`src/rtl/door_direction_detector_if.sv`:
```
// Sensor inputs and passage-event outputs of the door direction detector.
// The master side drives the sensors; the slave side is the detector.
interface door_direction_detector_if;
  logic sensor_outer;
  logic sensor_inner;
  logic enter_pulse;
  logic exit_pulse;
  logic busy;
  logic fault;

  modport master (
    output sensor_outer, sensor_inner,
    input  enter_pulse, exit_pulse, busy, fault
  );

  modport slave (
    input  sensor_outer, sensor_inner,
    output enter_pulse, exit_pulse, busy, fault
  );
endinterface

```
`src/rtl/door_direction_detector.sv`:
```
// Two-beam door passage detector: sync + debounce each beam, then an entry/exit FSM.
// Raw edge reaches the FSM DEBOUNCE_CYCLES+2 cycles later; registered outputs follow one cycle after.
module door_direction_detector #(
  parameter int DEBOUNCE_CYCLES = 4,
  parameter int TIMEOUT_CYCLES  = 1000
) (
  input logic                      clk,
  input logic                      rst_n,
  door_direction_detector_if.slave bus
);

  typedef enum logic [2:0] {
    IDLE  = 3'd0,
    E1    = 3'd1,
    E2    = 3'd2,
    E3    = 3'd3,
    X1    = 3'd4,
    X2    = 3'd5,
    X3    = 3'd6,
    ABORT = 3'd7
  } state_t;

  localparam logic [7:0]  DB_LAST = 8'(DEBOUNCE_CYCLES - 1);
  localparam logic [15:0] TO_LAST = 16'(TIMEOUT_CYCLES - 1);

  // Bit 1 carries the outer beam, bit 0 the inner beam.
  logic [1:0] raw;
  logic [1:0] sync1;
  logic [1:0] sync2;
  logic [1:0] deb;
  logic [7:0] db_cnt [2];

  assign raw = {bus.sensor_outer, bus.sensor_inner};

  always_ff @(posedge clk or negedge rst_n) begin
    if (!rst_n) begin
      sync1     <= 2'b00;
      sync2     <= 2'b00;
      deb       <= 2'b00;
      db_cnt[0] <= 8'd0;
      db_cnt[1] <= 8'd0;
    end else begin
      sync1 <= raw;
      sync2 <= sync1;
      for (int k = 0; k < 2; k++) begin
        if (sync2[k] != deb[k]) begin
          if (db_cnt[k] == DB_LAST) begin
            deb[k]    <= sync2[k];
            db_cnt[k] <= 8'd0;
          end else begin
            db_cnt[k] <= db_cnt[k] + 8'd1;
          end
        end else begin
          db_cnt[k] <= 8'd0;
        end
      end
    end
  end

  state_t      state;
  state_t      state_nxt;
  logic [15:0] to_cnt;
  logic        mid_passage;
  logic        timed_out;
  logic        enter_nxt;
  logic        exit_nxt;
  logic        fault_nxt;

  assign mid_passage = (state != IDLE) && (state != ABORT);
  assign timed_out   = mid_passage && (to_cnt == TO_LAST);

  always_comb begin
    state_nxt = state;
    enter_nxt = 1'b0;
    exit_nxt  = 1'b0;
    fault_nxt = 1'b0;
    if (timed_out) begin
      state_nxt = ABORT;
      fault_nxt = 1'b1;
    end else begin
      case (state)
        IDLE: case (deb)
          2'b10: state_nxt = E1;
          2'b01: state_nxt = X1;
          2'b11: begin state_nxt = ABORT; fault_nxt = 1'b1; end
          default: state_nxt = IDLE;
        endcase
        E1: case (deb)
          2'b11: state_nxt = E2;
          2'b00: state_nxt = IDLE;
          2'b01: begin state_nxt = ABORT; fault_nxt = 1'b1; end
          default: state_nxt = E1;
        endcase
        E2: case (deb)
          2'b01: state_nxt = E3;
          2'b10: state_nxt = E1;
          2'b00: begin state_nxt = ABORT; fault_nxt = 1'b1; end
          default: state_nxt = E2;
        endcase
        E3: case (deb)
          2'b00: begin state_nxt = IDLE; enter_nxt = 1'b1; end
          2'b11: state_nxt = E2;
          2'b10: begin state_nxt = ABORT; fault_nxt = 1'b1; end
          default: state_nxt = E3;
        endcase
        X1: case (deb)
          2'b11: state_nxt = X2;
          2'b00: state_nxt = IDLE;
          2'b10: begin state_nxt = ABORT; fault_nxt = 1'b1; end
          default: state_nxt = X1;
        endcase
        X2: case (deb)
          2'b10: state_nxt = X3;
          2'b01: state_nxt = X1;
          2'b00: begin state_nxt = ABORT; fault_nxt = 1'b1; end
          default: state_nxt = X2;
        endcase
        X3: case (deb)
          2'b00: begin state_nxt = IDLE; exit_nxt = 1'b1; end
          2'b11: state_nxt = X2;
          2'b01: begin state_nxt = ABORT; fault_nxt = 1'b1; end
          default: state_nxt = X3;
        endcase
        default: state_nxt = (deb == 2'b00) ? IDLE : ABORT;
      endcase
    end
  end

  // The timeout counter restarts on every state change, so it measures dwell in one state.
  always_ff @(posedge clk or negedge rst_n) begin
    if (!rst_n) begin
      state           <= IDLE;
      to_cnt          <= 16'd0;
      bus.enter_pulse <= 1'b0;
      bus.exit_pulse  <= 1'b0;
      bus.busy        <= 1'b0;
      bus.fault       <= 1'b0;
    end else begin
      state           <= state_nxt;
      bus.enter_pulse <= enter_nxt;
      bus.exit_pulse  <= exit_nxt;
      bus.busy        <= (state_nxt != IDLE);
      bus.fault       <= fault_nxt;
      if ((state_nxt != state) || !mid_passage)
        to_cnt <= 16'd0;
      else
        to_cnt <= to_cnt + 16'd1;
    end
  end

endmodule
```
`src/flat_wrapper.sv`:
```
// flat-port wrapper written by rule: the top's interface ports become plain ports
module door_direction_detector_flat 
#(
  parameter int DEBOUNCE_CYCLES = 4,
  parameter int TIMEOUT_CYCLES  = 1000
)
  (clk, rst_n, bus_sensor_outer, bus_sensor_inner, bus_enter_pulse, bus_exit_pulse, bus_busy, bus_fault);
  door_direction_detector_if bus_i ();
  input logic clk;
  input logic rst_n;
  input wire logic [$bits(bus_i.sensor_outer)-1:0] bus_sensor_outer;
  input wire logic [$bits(bus_i.sensor_inner)-1:0] bus_sensor_inner;
  output wire logic [$bits(bus_i.enter_pulse)-1:0] bus_enter_pulse;
  output wire logic [$bits(bus_i.exit_pulse)-1:0] bus_exit_pulse;
  output wire logic [$bits(bus_i.busy)-1:0] bus_busy;
  output wire logic [$bits(bus_i.fault)-1:0] bus_fault;
  assign bus_i.sensor_outer = bus_sensor_outer;
  assign bus_i.sensor_inner = bus_sensor_inner;
  assign bus_enter_pulse = bus_i.enter_pulse;
  assign bus_exit_pulse = bus_i.exit_pulse;
  assign bus_busy = bus_i.busy;
  assign bus_fault = bus_i.fault;
  door_direction_detector #(.DEBOUNCE_CYCLES(DEBOUNCE_CYCLES), .TIMEOUT_CYCLES(TIMEOUT_CYCLES)) u_core (.clk(clk), .rst_n(rst_n), .bus(bus_i));
endmodule
```
`config.mk`:
```
export PLATFORM = sky130hd
export DESIGN_NAME = door_direction_detector_flat
export DESIGN_NICKNAME = d
export VERILOG_FILES = /design/src/rtl/door_direction_detector_if.sv /design/src/rtl/door_direction_detector.sv /design/src/flat_wrapper.sv
export SDC_FILE = /design/constraint.sdc
export NUM_CORES = 1
export LEC_CHECK = 0
export BUFFER_PORTS_ARGS = -buffer_cell sky130_fd_sc_hd__buf_2
export CORE_UTILIZATION = 61
export DETAILED_ROUTE_END_ITERATION = 12
export PLACE_DENSITY_LB_ADDON = 0.2
export RECOVER_POWER = 25
export SLEW_MARGIN = 10
export SYNTH_ARGS = -nofsm -noshare
export SYNTH_HDL_FRONTEND = slang
export SYNTH_SLANG_ARGS = --single-unit
```
`constraint.sdc`:
```
create_clock -name clk -period 2.59 [get_ports clk]
set_clock_uncertainty 0.1 [all_clocks]
set_input_delay 0.518 -clock clk [delete_from_list [all_inputs] [get_ports clk]]
set_output_delay 0.518 -clock clk [all_outputs]
set_load 0.02 [all_outputs]
```
==> impl_metrics.csv <==
group,metric,value,unit
synthesis,synth_flop_cell,"dfrtp_1",
cells_and_area,post-route-util,71.4,%
floorplanning,fp.dieW,66.3,µm
floorplanning,die_y,66.3,µm
synthesis,async_flop_share,100,%
cells_and_area,final_common_cell,"dfrtp_1",
floorplanning,dieArea,4390,µm²
place,dp_hpwl,3.30,mm
cts,clk_pin_slew,0.09,ns
cts,cts-root-buf,"clkbuf_8",
synthesis,yosys_warnings,0,
detailed_routing,vias,1811,
sta,hold_viol,0,
detailed_routing,drc,0,
setup_path,path_max_fanout,14,
cts,postCtsSetupBuffers,0,
pwr,switchingPower,1260,µW
worst_hold_path,min_path_cells,1,
pwr,worst_ir_drop_vdd,0.669,mV
floorplanning,start_util,66.3,%
detailed_routing,vias_per_cell,5.96,
synthesis,synth_fp_nets,256,
flow_run,cap_violations,0,
cells_and_area,final_cell_mix,"dfrtp_1 (44), nor2_1 (21), xor2_1 (18), nand3_1 (17)",
floorplanning,core,3800,µm²
cts,cts.sinks,45,
cells_and_area,area_growth,7.65,%
sta,setup_viol,0,
detailed_routing,wl_per_cell,15.5,µm
detailed_routing,dr.pass1.iters,4,
pwr,p_seq_share,33.4,%
setup_path,crit_arrival,2.53,ns
sta,finalSetupTns,0,ns
pwr,p_clk_share,16.5,%
sta,grt_setup_unrepaired,"no",
synthesis,syn_inst,241,
worst_hold_path,hp-class,"primary input to register",
cts,cts_buffers,5,
cells_and_area,nets,270,
sta,fin_crit_sh,93.5,%
cells_and_area,diodes,0,
sta,slew_headroom,43.9,%
floorplanning,row_count,22,
place,gp_congestion,0.889,
cts,cts_tree,"done",
pwr,sw_frac_of_total,45.0,%
floorplanning,ioPinCount,8,
pwr,powerDensity,1040,nW/µm²
sta,maxSlewViolCount,0,
sta,fin_crit,2.42,ns
grt,grt_first_pass_wirelength,8.30,mm
cts,htreeDepth,2,
sta,timing.fmax,0.413,GHz
synthesis,ys_types,48,
setup_path,critPathLaunchType,"register",
cts,clk_path_buf_depth,2,
sta,worst_slew_pin_slew,0.842,ns
grt,grt_pass1_vias,1825,
grt,antenna_found_initial,0,
grt,overflow,0,
pwr,internal-power,1550,µW
setup_path,worst_ep_required_time,2.70,ns
pwr,pwr-share-comb,50.1,%
place,port_buffers,7,
synthesis,synth-edff-count,0,
setup_path,endpoint_kind,"register",
synthesis,syn_avg_cell_area,10.5,µm²
grt,grt_usage,25.3,%
setup_path,critical_path_class,"register to register",
setup_path,reg2regPathDepth,9,
detailed_routing,detail-route-antenna-nets,0,
detailed_routing,routed_wl,4.71,mm
cts,clk_latency,0.31,ns
detailed_routing,drtIter0Drc,101,
cells_and_area,layout-drive-gt1-share,16.0,%
synthesis,ys_ff_latch,45,
grt,grt_max_degree,22,
pwr,total_leakage_power,0.00118,µW
synthesis,synth-seq-area-share,44.7,%
status,outcome,"finished clean",
synthesis,synth_area,2520,µm²
## cells in the mapped netlist (6+ instances only)
cell type,number,share of area (%)
dfrtp_1,45,45
nor2_1,21,3.1
xor2_1,18,6.3
nand3_1,17,3.4
a211oi_1,14,4.2
and3_1,12,3.0
nand2_1,12,1.8
ha_1,11,5.5
xnor2_1,10,3.5
nor3_1,9,1.8
inv_1,8,1.2
o211ai_1,6,1.8
## worst paths after layout
path                             startpoint                    end  slack [ns]
min                        bus_sensor_inner        u_core.sync1[0]        0.21
max in group asynchronous             rst_n      u_core.to_cnt[10]        0.69
max                           u_core.deb[1]       u_core.to_cnt[8]        0.17
min in group asynchronous             rst_n  u_core.bus.exit_pulse        0.57
max reg2reg                   u_core.deb[1]       u_core.to_cnt[8]        0.17
min reg2reg                 u_core.sync1[0]        u_core.sync2[0]        0.26
## layer usage
layer	up-vias	track usage, %	part of all wire [%]
li1	892	-	-
met1	874	32.8	47
met2	41	41.1	49
met3	4	5.34	3.6
met4	0	10.1	0.74
met5	-	0	0
## critical path: stages, from the launching register on
cell	delay, ns
dfrtp_2	0.46
inv_1	0.14
ha_1	0.27
nor2_1	0.09
or4_1	0.43
o2111ai_2	0.16
o31a_4	0.19
o21ai_2	0.05
buf_4	0.19
a211oi_1	0.23
## cells by family (layout without fill, tap and decap cells)
group	Yosys count	count (layout)	synth area share [%]
AOI/OAI and AO/OA	41	41	13.6
xor gates and xnor gates	28	28	9.73
adders and majority gates	11	11	5.46
buffers and inverters	18	33	4.22
DFF	45	45	44.7
muxes	7	7	2.93
and+or+nand+nor	91	91	19.4
## what timing repair did
item / CTS / global route
endpoints found under the hold margin: 8 / 0
resized for setup: 0 / 4
hold buffers: 1 / 0
endpoints found under the setup margin: 0 / 14
## through the flow
stage	hold WS (ns)	setup slack, ns	total power, µW	instance area, µm²	instances
floorplan	0.122	0.212	2040	2520	241
global placement	0.247	0.227	2270	2600	295
global route	0.208	0.0263	3010	2710	304
finish	0.210	0.169	2810	2710	304
CTS	0.208	0.0957	2780	2710	304
detailed placement	0.237	0.115	2320	2600	295
## flip-flops by register name, summed over array words and instances, names as in the netlist, 2 cells and up
signal / flops
u_core.db_cnt: 16
u_core.to_cnt: 16
u_core.state: 3
u_core.deb: 2
u_core.sync1: 2
u_core.sync2: 2
## power by group through the flow
| stage | Sequential, µW | Combinational [µW] | Clock (µW) |
|---|---|---|---|
| 3_3_place_gp | 943 | 1330 | 0 |
| 5_1_grt | 957 | 1550 | 504 |
| 4_1_cts | 935 | 1380 | 466 |
| 6_report | 939 | 1410 | 463 |
| 2_1_floorplan | 923 | 1120 | 0 |
| 3_5_place_dp | 946 | 1370 | 0 |
## layout make-up
cell class	count	area, µm²
tap	48	60.1
clock buffer	5	68.8
fill	268	1090
multi-input combinational	178	1300
timing repair buffer	16	100
sequential	45	1130
clock inverter	3	25.0
inverter	9	33.8
No activity file was read; power rests on OpenSTA's default activity.
